--- src/rtl/memory_unit_if.sv ---
// Host/CPU bus of the program memory unit.
// master = host and CPU side, slave = memory unit.
interface memory_unit_if #(
  parameter int WORD_SIZE     = 16,
  parameter int MEM_ADDR_SIZE = 8
);
  logic                     load_valid;
  logic [WORD_SIZE-1:0]     load_data;
  logic                     load_last;
  logic                     load_ready;
  logic                     execute;
  logic                     halted;
  logic [MEM_ADDR_SIZE-1:0] mem_address;
  logic [WORD_SIZE-1:0]     mem_write_data;
  logic                     mem_read;
  logic                     mem_write;
  logic [WORD_SIZE-1:0]     mem_read_data;
  logic                     dump_ready;
  logic                     dump_valid;
  logic                     dump_last;
  logic [WORD_SIZE-1:0]     dump_data;
  logic [1:0]               state;

  modport master (
    output load_valid, load_data, load_last,
    input  load_ready,
    input  execute,
    output halted,
    output mem_address, mem_write_data,
    output mem_read, mem_write,
    input  mem_read_data,
    output dump_ready,
    input  dump_valid, dump_last, dump_data,
    input  state
  );

  modport slave (
    input  load_valid, load_data, load_last,
    output load_ready,
    output execute,
    input  halted,
    input  mem_address, mem_write_data,
    input  mem_read, mem_write,
    output mem_read_data,
    input  dump_ready,
    output dump_valid, dump_last, dump_data,
    output state
  );
endinterface

--- src/rtl/memory_unit.sv ---
// Program memory: host loads words, CPU runs
// against them, then the host dumps all words.
module memory_unit #(
  parameter int WORD_SIZE     = 16,
  parameter int MEM_ADDR_SIZE = 8
) (
  input  logic          clock,
  input  logic          reset,
  memory_unit_if.slave  bus
);
  localparam int DEPTH = 1 << MEM_ADDR_SIZE;
  localparam logic [MEM_ADDR_SIZE-1:0] PTR_MAX = '1;
  localparam logic [MEM_ADDR_SIZE-1:0] PTR_ONE =
    MEM_ADDR_SIZE'(1);

  typedef enum logic [1:0] {
    S_LOAD = 2'd0,
    S_RUN  = 2'd1,
    S_DUMP = 2'd2,
    S_DONE = 2'd3
  } state_t;

  state_t                   r_state;
  logic [MEM_ADDR_SIZE-1:0] r_ptr;
  logic                     r_execute;
  logic [WORD_SIZE-1:0]     r_mem [DEPTH];

  logic                     w_in_load;
  logic                     w_in_run;
  logic                     w_in_dump;
  logic                     w_load_acc;
  logic                     w_run_wr;
  logic                     w_ptr_max;
  logic                     w_we;
  logic [MEM_ADDR_SIZE-1:0] w_waddr;
  logic [WORD_SIZE-1:0]     w_wdata;

  assign w_in_load  = (r_state == S_LOAD);
  assign w_in_run   = (r_state == S_RUN);
  assign w_in_dump  = (r_state == S_DUMP);
  assign w_load_acc = w_in_load && bus.load_valid;
  assign w_run_wr   = w_in_run && bus.mem_write;
  assign w_ptr_max  = (r_ptr == PTR_MAX);

  // Writes are blocked while reset is held so a
  // stray load_valid cannot corrupt the array.
  assign w_we    = reset && (w_load_acc || w_run_wr);
  assign w_waddr = w_load_acc ? r_ptr
                              : bus.mem_address;
  assign w_wdata = w_load_acc ? bus.load_data
                              : bus.mem_write_data;

  // Array write port; contents survive reset.
  always_ff @(posedge clock) begin
    if (w_we) r_mem[w_waddr] <= w_wdata;
  end

  // Phase sequencer with pointer and start pulse.
  always_ff @(posedge clock or negedge reset) begin
    if (!reset) begin
      r_state   <= S_LOAD;
      r_ptr     <= '0;
      r_execute <= 1'b0;
    end else begin
      r_execute <= 1'b0;
      unique case (r_state)
        S_LOAD: begin
          if (bus.load_valid) begin
            if (bus.load_last || w_ptr_max) begin
              r_state   <= S_RUN;
              r_ptr     <= '0;
              r_execute <= 1'b1;
            end else begin
              r_ptr <= r_ptr + PTR_ONE;
            end
          end
        end
        S_RUN: begin
          if (bus.halted) r_state <= S_DUMP;
        end
        S_DUMP: begin
          if (bus.dump_ready) begin
            r_ptr <= r_ptr + PTR_ONE;
            if (w_ptr_max) r_state <= S_DONE;
          end
        end
        S_DONE: begin
          r_state <= S_DONE;
        end
        default: r_state <= S_LOAD;
      endcase
    end
  end

  assign bus.state      = r_state;
  assign bus.execute    = r_execute;
  assign bus.load_ready = w_in_load;
  assign bus.dump_valid = w_in_dump;
  assign bus.dump_last  = w_in_dump && w_ptr_max;
  assign bus.dump_data  = w_in_dump ? r_mem[r_ptr]
                                    : '0;

  // Zero-latency read: the CPU captures on the
  // same edge, and a same-cycle write lands after.
  assign bus.mem_read_data =
    (w_in_run && bus.mem_read)
      ? r_mem[bus.mem_address] : '0;
endmodule

--- src/flat_wrapper.sv ---
// flat-port wrapper written by rule: the top's interface ports become plain ports
module memory_unit_flat 
#(
  parameter int WORD_SIZE     = 16,
  parameter int MEM_ADDR_SIZE = 8
)
  (clock, reset, bus_load_valid, bus_load_data, bus_load_last, bus_load_ready, bus_execute, bus_halted, bus_mem_address, bus_mem_write_data, bus_mem_read, bus_mem_write, bus_mem_read_data, bus_dump_ready, bus_dump_valid, bus_dump_last, bus_dump_data, bus_state);
  memory_unit_if #(.WORD_SIZE(WORD_SIZE), .MEM_ADDR_SIZE(MEM_ADDR_SIZE)) bus_i ();
  input  logic clock;
  input  logic reset;
  input wire logic [$bits(bus_i.load_valid)-1:0] bus_load_valid;
  input wire logic [$bits(bus_i.load_data)-1:0] bus_load_data;
  input wire logic [$bits(bus_i.load_last)-1:0] bus_load_last;
  output wire logic [$bits(bus_i.load_ready)-1:0] bus_load_ready;
  output wire logic [$bits(bus_i.execute)-1:0] bus_execute;
  input wire logic [$bits(bus_i.halted)-1:0] bus_halted;
  input wire logic [$bits(bus_i.mem_address)-1:0] bus_mem_address;
  input wire logic [$bits(bus_i.mem_write_data)-1:0] bus_mem_write_data;
  input wire logic [$bits(bus_i.mem_read)-1:0] bus_mem_read;
  input wire logic [$bits(bus_i.mem_write)-1:0] bus_mem_write;
  output wire logic [$bits(bus_i.mem_read_data)-1:0] bus_mem_read_data;
  input wire logic [$bits(bus_i.dump_ready)-1:0] bus_dump_ready;
  output wire logic [$bits(bus_i.dump_valid)-1:0] bus_dump_valid;
  output wire logic [$bits(bus_i.dump_last)-1:0] bus_dump_last;
  output wire logic [$bits(bus_i.dump_data)-1:0] bus_dump_data;
  output wire logic [$bits(bus_i.state)-1:0] bus_state;
  assign bus_i.load_valid = bus_load_valid;
  assign bus_i.load_data = bus_load_data;
  assign bus_i.load_last = bus_load_last;
  assign bus_load_ready = bus_i.load_ready;
  assign bus_execute = bus_i.execute;
  assign bus_i.halted = bus_halted;
  assign bus_i.mem_address = bus_mem_address;
  assign bus_i.mem_write_data = bus_mem_write_data;
  assign bus_i.mem_read = bus_mem_read;
  assign bus_i.mem_write = bus_mem_write;
  assign bus_mem_read_data = bus_i.mem_read_data;
  assign bus_i.dump_ready = bus_dump_ready;
  assign bus_dump_valid = bus_i.dump_valid;
  assign bus_dump_last = bus_i.dump_last;
  assign bus_dump_data = bus_i.dump_data;
  assign bus_state = bus_i.state;
  memory_unit #(.WORD_SIZE(WORD_SIZE), .MEM_ADDR_SIZE(MEM_ADDR_SIZE)) u_core (.clock(clock), .reset(reset), .bus(bus_i));
endmodule
--- config.mk ---
export PLATFORM = sky130hd
export DESIGN_NAME = memory_unit_flat
export DESIGN_NICKNAME = d
export VERILOG_FILES = /design/src/rtl/memory_unit_if.sv /design/src/rtl/memory_unit.sv /design/src/flat_wrapper.sv
export SDC_FILE = /design/constraint.sdc
export NUM_CORES = 2
export LEC_CHECK = 0
export BUFFER_PORTS_ARGS = -buffer_cell sky130_fd_sc_hd__buf_4
export CAP_MARGIN = 10
export CORE_MARGIN = 4
export CORE_UTILIZATION = 27
export DETAILED_ROUTE_END_ITERATION = 12
export SYNTH_ARGS = -nofsm -noshare
export SYNTH_HDL_FRONTEND = slang
export SYNTH_SLANG_ARGS = --single-unit
--- constraint.sdc ---
create_clock -name clock -period 11 [get_ports clock]
set_input_delay 1.65 -clock clock [delete_from_list [all_inputs] [get_ports clock]]
set_output_delay 1.65 -clock clock [all_outputs]
set_load 0.005 [all_outputs]
==> results.cfg <==
[yosys]
synth_area_per_cell_um2 = 21.2
synthArstFlopShare = 0.00268
synthDistinctLibCells = 71
synth_edf_count = 4096
synth_warnings = 0
ys_ff_latch = 4107
synth_cells = 8964
ys_seq_area_frac = 0.648
syn_nets = 9013
ys.flop_type = edfxtp_1
syn_area_um2 = 190000

[global_routing]
grt_pass1_wl_mm = 923
antenna_found_initial = 48
grt-ovfl-total = 0
grt_start_max_net_pins = 209
grtUsageTotal = 0.184
grt_pass1_vias = 106000

[clock_network]
cts.sinks = 4107
holdBufCountCts = 0
post_cts_buffers = 0
postCtsResizedCells = 0
insertion_delay_ns = 1.04
numCtsBuffers = 434
cts_buffer_depth = 4
cts_tree = done
cts-root-buf = clkbuf_16
cts.clk_slew.worst_paths_ns = 0.06
htree_levels = 5

[route]
vias = 109000
detail_route.first_pass.iterations = 8
drtAntennaViolNets = 0
drt-total-wl_mm = 682
drt-vias-per-instance = 5.78
wl_per_cell_um = 36.1
first_iter_violations = 17500
drc = 0

[cells_and_area]
seq_area_um2 = 123000
nNetsFinal = 9239
multi_input_area_um2 = 65000
final_util = 0.311
drive_above_1_share = 0.399
final_cell_mix = edfxtp_1 (4,096), mux4_2 (2,290), buf_4 (469)
final_common_cell = edfxtp_1
area_growth_syn_to_layout_pct = 15.0
fillerInstances = 66700

[die]
die_w_um = 848
num_rows = 308
ios = 86
initial_core_util = 0.271
dieArea_um2 = 719000
die_h_um = 848
coreArea_um2 = 703000

[placement]
finalWeightedCongestion = 0.894
io_buffers = 85
dp_hpwl_mm = 414

[sta]
rsz0062_at_grt = false
setup_violations = 0
slew_violations = 2
relSlewSlack = -0.00988
fin_crit_ns = 8.99
worstMarginPinSlew_ns = 1.51
hold_violations = 0
clock_skew_ns = 0.0698
fmax_ghz = 0.111
finalCritPeriodShare = 0.818
setup_tns_ns = 0

[worst_setup_path]
start_kind = input pin
worstPathRequired_ns = 9.35
crit_arrival_ns = 7.34
cp-end-kind = output port
reg2reg_from = u_core.r_ptr[3]
path_class = input pin to output port
ff2ff_path_depth = 8
r2r_slack_ns = 5.11
path_max_fanout = 81
r2r_end = u_core.r_mem[86][9]

[run_status]
violations = capacitance limit, slew limit
status = finished, violations left

[flow_run]
max_cap_viol_count = 2

[pwr]
total_power_uw = 45500
ir_worst_vdd_mv = 0.252
leakagePower_uw = 0.0651
power.density_nw_per_um2 = 208

[min_path]
holdCritPathClass = input pin to async pin
## cell type report
type,instances,share of cell area
Sequential cell,4107,0.563
Multi-Input combinational cell,4111,0.297
Tap cell,9300,0.0532
Clock buffer,525,0.0518
Timing Repair Buffer,526,0.0211
Clock inverter,279,0.0132
Antenna cell,32,0.000366
Inverter,10,0.000229
## logic make-up (layout without fill, tap and decap cells)
family,Yosys count,after routing,synth area share
flip-flops,4107,4107,0.648
multiplexers,2602,2602,0.287
buffers and inverters,746,1340,0.0208
adder cells (fa/ha/maj),1,1,0.0000657
XOR/XNOR,6,6,0.000276
other,0,32,0
AO/OA/AOI/OAI,734,734,0.0270
AND/OR/NAND/NOR,768,768,0.0168
## per-stage QoR
stage | setup WS [ns] | hold slack [ns] | instances | area (µm²)
after floorplan | 4.37 | 0.557 | 8964 | 190000
after global placement | 2.34 | 0.613 | 18000 | 205000
after detailed placement | 2.44 | 0.625 | 18100 | 205000
after CTS | 2.33 | 0.395 | 18900 | 219000
after global routing | 2.07 | 0.443 | 18900 | 219000
final | 2.01 | 0.452 | 18900 | 219000
## metal layers
layer | part of all wire | GRT usage
met5 | 0.00058 | 0.00309
met4 | 0.057 | 0.0872
met3 | 0.13 | 0.0558
met2 | 0.45 | 0.279
met1 | 0.37 | 0.241
## state kept, by name, indices dropped and copies added (netlist names)
signal / flops
u_core.bus.execute: 1
u_core.bus.state: 2
u_core.r_mem: 4096
u_core.r_ptr: 8
## worst max-delay path: stages
cell,delay [ns]
buf_16,0.33
buf_12,0.51
mux4_2,0.61
mux4_2,0.54
mux2i_1,0.71
a21oi_1,0.42
a21oi_1,1.23
buf_4,0.27
o221ai_1,0.21
buf_4,0.25
## where the power goes
part           switching, µW  internal (µW)
clock network           6420           8490
logic                   8030           5090
registers                201          17200
## worst max-delay path by stage
stage                       start               endpoint  cells past startpoint
2_1_floorplan      bus_load_valid    u_core.r_mem[0][10]                      7
3_3_place_gp   bus_mem_address[0]  bus_mem_read_data[15]                     11
3_5_place_dp   bus_mem_address[0]   bus_mem_read_data[6]                     10
4_1_cts           u_core.r_ptr[1]       bus_dump_data[5]                     11
5_1_grt        bus_mem_address[0]   bus_mem_read_data[6]                     10
6_report       bus_mem_address[0]   bus_mem_read_data[6]                     10
## synthesized netlist by cell type, types with 12 or more instances
cell type	instances	area, µm²
buf_6	74	833
nor2_1	321	1200
o21ai_0	73	365
mux2i_1	294	2940
clkbuf_1	300	1130
nor2b_1	12	75.1
o221ai_1	42	368
a211oi_1	24	180
o21ai_1	13	65.1
nand2_1	282	1060
a221oi_1	76	666
o22ai_1	55	344
a31oi_1	24	150
buf_4	79	593
buf_2	204	1020
nor3_1	18	90.1
a22oi_1	141	1060
a21oi_1	142	711
mux4_2	2290	51600
nand3_1	74	370
mux2_2	18	203
buf_1	75	282
a22o_1	38	333
edfxtp_1	4096	123000
o211ai_1	25	188
(Power assumes the default switching activity.)
